===== src/rtl/alu_seq_core.sv =====
// Handshaked ALU: single-cycle logic/add/sub/compare, iterative shift-add multiply and
// restoring divide. The result is held on a valid/ready output until it is consumed.
module alu_seq_core #(
    parameter int unsigned W   = 8,
    parameter int unsigned OPW = 3
) (
    input  logic             clk,
    input  logic             reset,
    input  logic             in_valid,
    output logic             in_ready,
    input  logic [OPW-1:0]   op,
    input  logic [W-1:0]     a,
    input  logic [W-1:0]     b,
    output logic             out_valid,
    input  logic             out_ready,
    output logic [2*W-1:0]   result,
    output logic             flag_zero,
    output logic             flag_carry,
    output logic             flag_dbz,
    output logic             busy
);

    localparam int unsigned CW = (W > 2) ? $clog2(W) : 1;

    localparam logic [OPW-1:0] OpCmp = OPW'(0);
    localparam logic [OPW-1:0] OpAdd = OPW'(1);
    localparam logic [OPW-1:0] OpSub = OPW'(2);
    localparam logic [OPW-1:0] OpMul = OPW'(3);
    localparam logic [OPW-1:0] OpDiv = OPW'(4);
    localparam logic [OPW-1:0] OpAnd = OPW'(5);
    localparam logic [OPW-1:0] OpOr  = OPW'(6);
    localparam logic [OPW-1:0] OpXor = OPW'(7);

    typedef enum logic [1:0] {StIdle, StExec, StDone} stateT;

    stateT          state;
    logic [OPW-1:0] opQ;
    logic [W-1:0]   aQ;
    logic [W-1:0]   bQ;
    logic [2*W-1:0] accQ;
    logic [CW-1:0]  cntQ;
    logic           lastQ;

    logic [2*W-1:0] quickRes;
    logic           quickCarry;
    logic           quickDbz;
    logic           isIter;
    logic [W:0]     addSum;

    logic [W:0]     mulSum;
    logic [2*W-1:0] mulNext;
    logic [W:0]     divShift;
    logic [W:0]     divSub;
    logic           divGe;
    logic [2*W-1:0] divNext;

    // Results for ops that finish in the accepting cycle, straight from the inputs.
    always_comb begin
        quickRes   = '0;
        quickCarry = 1'b0;
        quickDbz   = 1'b0;
        addSum     = {1'b0, a} + {1'b0, b};
        isIter     = (op == OpMul) || ((op == OpDiv) && (b != '0));
        case (op)
            OpCmp: quickRes = {{(2*W-3){1'b0}}, a > b, a == b, a < b};
            OpAdd: begin
                quickRes   = {{(W-1){1'b0}}, addSum};
                quickCarry = addSum[W];
            end
            OpSub: begin
                quickRes   = {{W{1'b0}}, a - b};
                quickCarry = a < b;
            end
            OpDiv: begin
                quickRes = {a, {W{1'b1}}};
                quickDbz = 1'b1;
            end
            OpAnd:   quickRes = {{W{1'b0}}, a & b};
            OpOr:    quickRes = {{W{1'b0}}, a | b};
            OpXor:   quickRes = {{W{1'b0}}, a ^ b};
            default: quickRes = '0;
        endcase
    end

    // One iteration step. accQ holds {partial, multiplier} for MUL and
    // {remainder, dividend/quotient} for DIV.
    always_comb begin
        mulSum   = {1'b0, accQ[2*W-1:W]} + (accQ[0] ? {1'b0, aQ} : '0);
        mulNext  = {mulSum, accQ[W-1:1]};
        divShift = {accQ[2*W-1:W], accQ[W-1]};
        divSub   = divShift - {1'b0, bQ};
        // Shifted remainder is below 2*b, so bit W of the difference is the borrow.
        divGe    = ~divSub[W];
        divNext  = {divGe ? divSub[W-1:0] : divShift[W-1:0], accQ[W-2:0], divGe};
    end

    always_ff @(posedge clk or posedge reset) begin
        if (reset) begin
            state      <= StIdle;
            in_ready   <= 1'b1;
            out_valid  <= 1'b0;
            busy       <= 1'b0;
            result     <= '0;
            flag_zero  <= 1'b0;
            flag_carry <= 1'b0;
            flag_dbz   <= 1'b0;
            opQ        <= '0;
            aQ         <= '0;
            bQ         <= '0;
            accQ       <= '0;
            cntQ       <= '0;
            lastQ      <= 1'b0;
        end else begin
            case (state)
                StIdle: begin
                    if (in_valid) begin
                        opQ      <= op;
                        aQ       <= a;
                        bQ       <= b;
                        in_ready <= 1'b0;
                        busy     <= 1'b1;
                        if (isIter) begin
                            state <= StExec;
                            cntQ  <= CW'(W - 1);
                            lastQ <= 1'b0;
                            accQ  <= (op == OpMul) ? {{W{1'b0}}, b} : {{W{1'b0}}, a};
                        end else begin
                            state      <= StDone;
                            out_valid  <= 1'b1;
                            result     <= quickRes;
                            flag_zero  <= (quickRes == '0);
                            flag_carry <= quickCarry;
                            flag_dbz   <= quickDbz;
                        end
                    end
                end
                StExec: begin
                    // W iteration cycles, then one cycle to register the result.
                    if (lastQ) begin
                        state      <= StDone;
                        out_valid  <= 1'b1;
                        result     <= accQ;
                        flag_zero  <= (accQ == '0);
                        flag_carry <= 1'b0;
                        flag_dbz   <= 1'b0;
                        lastQ      <= 1'b0;
                    end else begin
                        accQ <= (opQ == OpMul) ? mulNext : divNext;
                        if (cntQ == '0) begin
                            lastQ <= 1'b1;
                        end else begin
                            cntQ <= cntQ - CW'(1);
                        end
                    end
                end
                StDone: begin
                    if (out_ready) begin
                        state     <= StIdle;
                        out_valid <= 1'b0;
                        in_ready  <= 1'b1;
                        busy      <= 1'b0;
                    end
                end
                default: state <= StIdle;
            endcase
        end
    end

endmodule

===== config.mk =====
export PLATFORM = sky130hd
export DESIGN_NAME = alu_seq_core
export DESIGN_NICKNAME = d
export VERILOG_FILES = /design/src/rtl/alu_seq_core.sv
export SDC_FILE = /design/constraint.sdc
export NUM_CORES = 1
export LEC_CHECK = 0
export ABC_AREA = 1
export ABC_CLOCK_PERIOD_IN_PS = 1900
export CAP_MARGIN = 40
export CORE_ASPECT_RATIO = 1.75
export CORE_MARGIN = 2
export CORE_UTILIZATION = 55
export CTS_BUF_LIST = sky130_fd_sc_hd__clkbuf_8
export DETAILED_ROUTE_END_ITERATION = 8
export PLACE_DENSITY_LB_ADDON = 0.1
export SLEW_MARGIN = 20
export SYNTH_ARGS = -nofsm -noshare
export SYNTH_HDL_FRONTEND = slang
export SYNTH_SLANG_ARGS = --single-unit

===== constraint.sdc =====
create_clock -name clk -period 1.9 [get_ports clk]
set_input_delay 0.475 -clock clk [delete_from_list [all_inputs] [get_ports clk]]
set_output_delay 0.475 -clock clk [all_outputs]
set_load 0.01 [all_outputs]

==> flow_summary.yaml <==
placement:
  hpwl_um: 14700
  dp_cells: 1018
  routabilityCongestion: 1.01
  place_ws_ns: -1.05
  placed_cell_area_sq_mm: 0.00659
  portBuffers: 44
detailed_routing:
  drt-initial-drc-count: 663
  viasPerCell: 6.00
  num_vias: 6360
  wl_per_cell_um: 19.5
  drtAntennaViolNets: 0
  drt-total-wl_um: 20700
  firstDrtPassIters: 9
  drc: 0
power_and_ir_drop:
  powerDensity_mw_per_mm2: 1480
  p_leak_nw: 3.82
  peakVddDrop_mv: 1.02
die:
  die_y_um: 132
  io_pins: 45
  die_w_um: 77.1
  num_rows: 46
  start_util: 0.566
  core_area_sq_mm: 0.00909
  dieArea_sq_mm: 0.0102
min_path:
  holdCritPathClass: "flip-flop to flip-flop"
worst_setup_path:
  path_delay_family: "simple AND/OR/NAND/NOR gates"
  path_class: "flip-flop to flip-flop"
  slowest_stage: "dfrtp_1"
  crit_required_ns: 2.14
  r2r_slack_ns: -0.25
  critPathBufInv: 3
  startpoint_type: "flip-flop"
  path_cells: "inv_2 > ha_4 > inv_2 > fa_2 > nand3_2 > nand3_2 > nand4_1 > nand2_1 > nand2_2 > nand2_4 > inv_6 > nor2_1 > o21bai_1 > nand2_1"
  crit_path_end_kind: "flip-flop"
  cp_max_fo: 8
  critPathArrivalTime_ns: 2.39
  cpPeakStageDelay_ns: 0.40
clocking:
  cts_tree: "yes"
  clock_path_buffers: 2
  cts-root-buf: "clkbuf_8"
  clock_sinks: 63
  path_clk_slew_ns: 0.07
  htree_levels: 3
  insertion_delay_ns: 0.35
  hold_buffers: 0
  numCtsBuffers: 9
final_layout:
  design_area_sq_mm: 0.00745
  final_cell_mix: "nand2_1 (169), buf_4 (129), inv_1 (76), dfrtp_1 (61), nor2_1 (59)"
  n_antenna_cell: 0
  final_layout_size_suffix_gt1_frac: 0.319
  final_nets: 1004
  final-instance-count-excl-fill: 1060
  utilization: 0.820
  synthToLayoutAreaGrowth_pct: 44.9
  fillers: 604
  final_common_cell: "nand2_1"
outcome:
  status: "finished, violations left"
  violations: "negative setup slack"
timing:
  fin_setup_tns_ns: -2.02
  rsz0062_at_grt: "true"
  finalCriticalPeriod_ns: 2.15
  finalSetupViolations: 10
  period_share: 1.13
  fin_ws_ns: -0.248
  maxSlewViolCount: 0
  slew_headroom: 0.674
  tightest_slew_ns: 0.485
  clock_skew_ns: 0.00727
  fmax_ghz: 0.466
  hold_viol: 0
synthesis:
  synth.distinct_cells: 41
  synth_seq_cells: 63
  yosysSeqAreaShare: 0.307
  yosysWarnings: 0
  synthCells: 760
  synth.avg_cell_area_sq_um: 6.77
  syn-cell-area_sq_mm: 0.00514
  syn_nets: 829
global_routing:
  grt_pass1_vias: 6318
  grtUsageMet3: 0.0452
  grt.total_usage: 0.387
  grt_max_degree: 64
  antenna_found_initial: 0
  grtUsageMet2: 0.725
  grt-ovfl-total: 0
  gr-usage-met1: 0.360
  busiest_layer: "met2"
  grt_pass1_wl_um: 30700
run:
  max-cap-violations: 0
state kept, by name (all words and copies together) (netlist names), 2 cells and up:
register / cells
state: 2
bQ: 8
aQ: 8
result: 16
opQ: 3
accQ: 16
cntQ: 3
area by class of cell:
type / count / area [sq um] / share of cell area
multi-input cells: 567 / 3510 / 0.471
repair buffers: 189 / 1610 / 0.216
flip-flops and latches: 63 / 1580 / 0.212
inverters: 105 / 408 / 0.0547
well taps: 120 / 150 / 0.0201
clock buffers: 10 / 138 / 0.0185
clock inverters: 6 / 52.6 / 0.00705
layer usage:
| layer | up-vias | routed length (um) | share of wire |
|---|---|---|---|
| li1 | 2835 | - | - |
| met1 | 2950 | 6330 | 0.31 |
| met2 | 405 | 10800 | 0.52 |
| met3 | 170 | 1180 | 0.057 |
| met4 | 0 | 2340 | 0.11 |
| met5 | - | 0 | 0 |
synth_stat cells, drive strengths merged:
cell type | n | area share
o21ai | 74 | 0.073
or2 | 4 | 0.0049
o2111ai | 1 | 0.0017
a31oi | 12 | 0.016
o21bai | 3 | 0.0044
o21a | 1 | 0.0015
o31ai | 1 | 0.0015
nand3 | 63 | 0.062
o221ai | 1 | 0.0017
xnor2 | 2 | 0.0034
nor4 | 2 | 0.0024
xor2 | 5 | 0.0085
nand4 | 15 | 0.018
dfstp | 1 | 0.0051
a22oi | 1 | 0.0015
a21oi | 54 | 0.055
inv | 105 | 0.077
nand2 | 195 | 0.14
o211ai | 3 | 0.0044
nor3 | 7 | 0.0090
clkbuf | 14 | 0.010
buf | 11 | 0.014
ha | 42 | 0.10
o22ai | 3 | 0.0036
nor2 | 72 | 0.055
fa | 4 | 0.016
dfrtp | 62 | 0.30
a21o | 2 | 0.0029
per-stage QoR:
| step | power, mW | hold WS, ns |
|---|---|---|
| 4_1_cts | 10.2 | 0.471 |
| 2_1_floorplan | 5.89 | 0.453 |
| 6_report | 11.0 | 0.470 |
| 3_3_place_gp | 8.22 | 0.451 |
| 3_5_place_dp | 8.40 | 0.461 |
| 5_1_grt | 11.6 | 0.492 |
cell families (layout without fill, tap and decap cells):
family / count (synthesis) / count (layout) / share of synthesized area
buf+inv: 130 / 310 / 0.101
xor+xnor: 7 / 7 / 0.0119
flops: 63 / 63 / 0.307
compound gates: 156 / 156 / 0.166
simple gates: 358 / 358 / 0.296
fa+ha+maj: 46 / 46 / 0.118
worst paths after layout:
path	from	cells after the start	endpoint
max in group asynchronous	reset	3	in_ready
max reg2reg	accQ[7]	14	accQ[15]
min reg2reg	in_ready	2	in_ready
min	in_ready	2	in_ready
max	accQ[7]	14	accQ[15]
min in group asynchronous	reset	3	result[11]
report_power, final:
group	leakage, nW	switching (mW)	total, mW	internal (mW)
Sequential	0.766	0.520	2.50	1.98
Combinational	2.95	4.16	7.36	3.21
Clock	0.108	0.536	1.16	0.625
Total	3.82	5.21	11.0	5.81
tightest hold or removal path: stages (launching register included):
cell	delay (ns)
dfstp_2	0.37
nand2_1	0.06
nand2_1	0.04
timing repair:
item	CTS	global route
gates cloned	1	0
resized for setup	104	84
setup buffers	12	13
setup endpoints to repair	41	39
pin swaps	22	38
(Power assumes the default switching activity.)
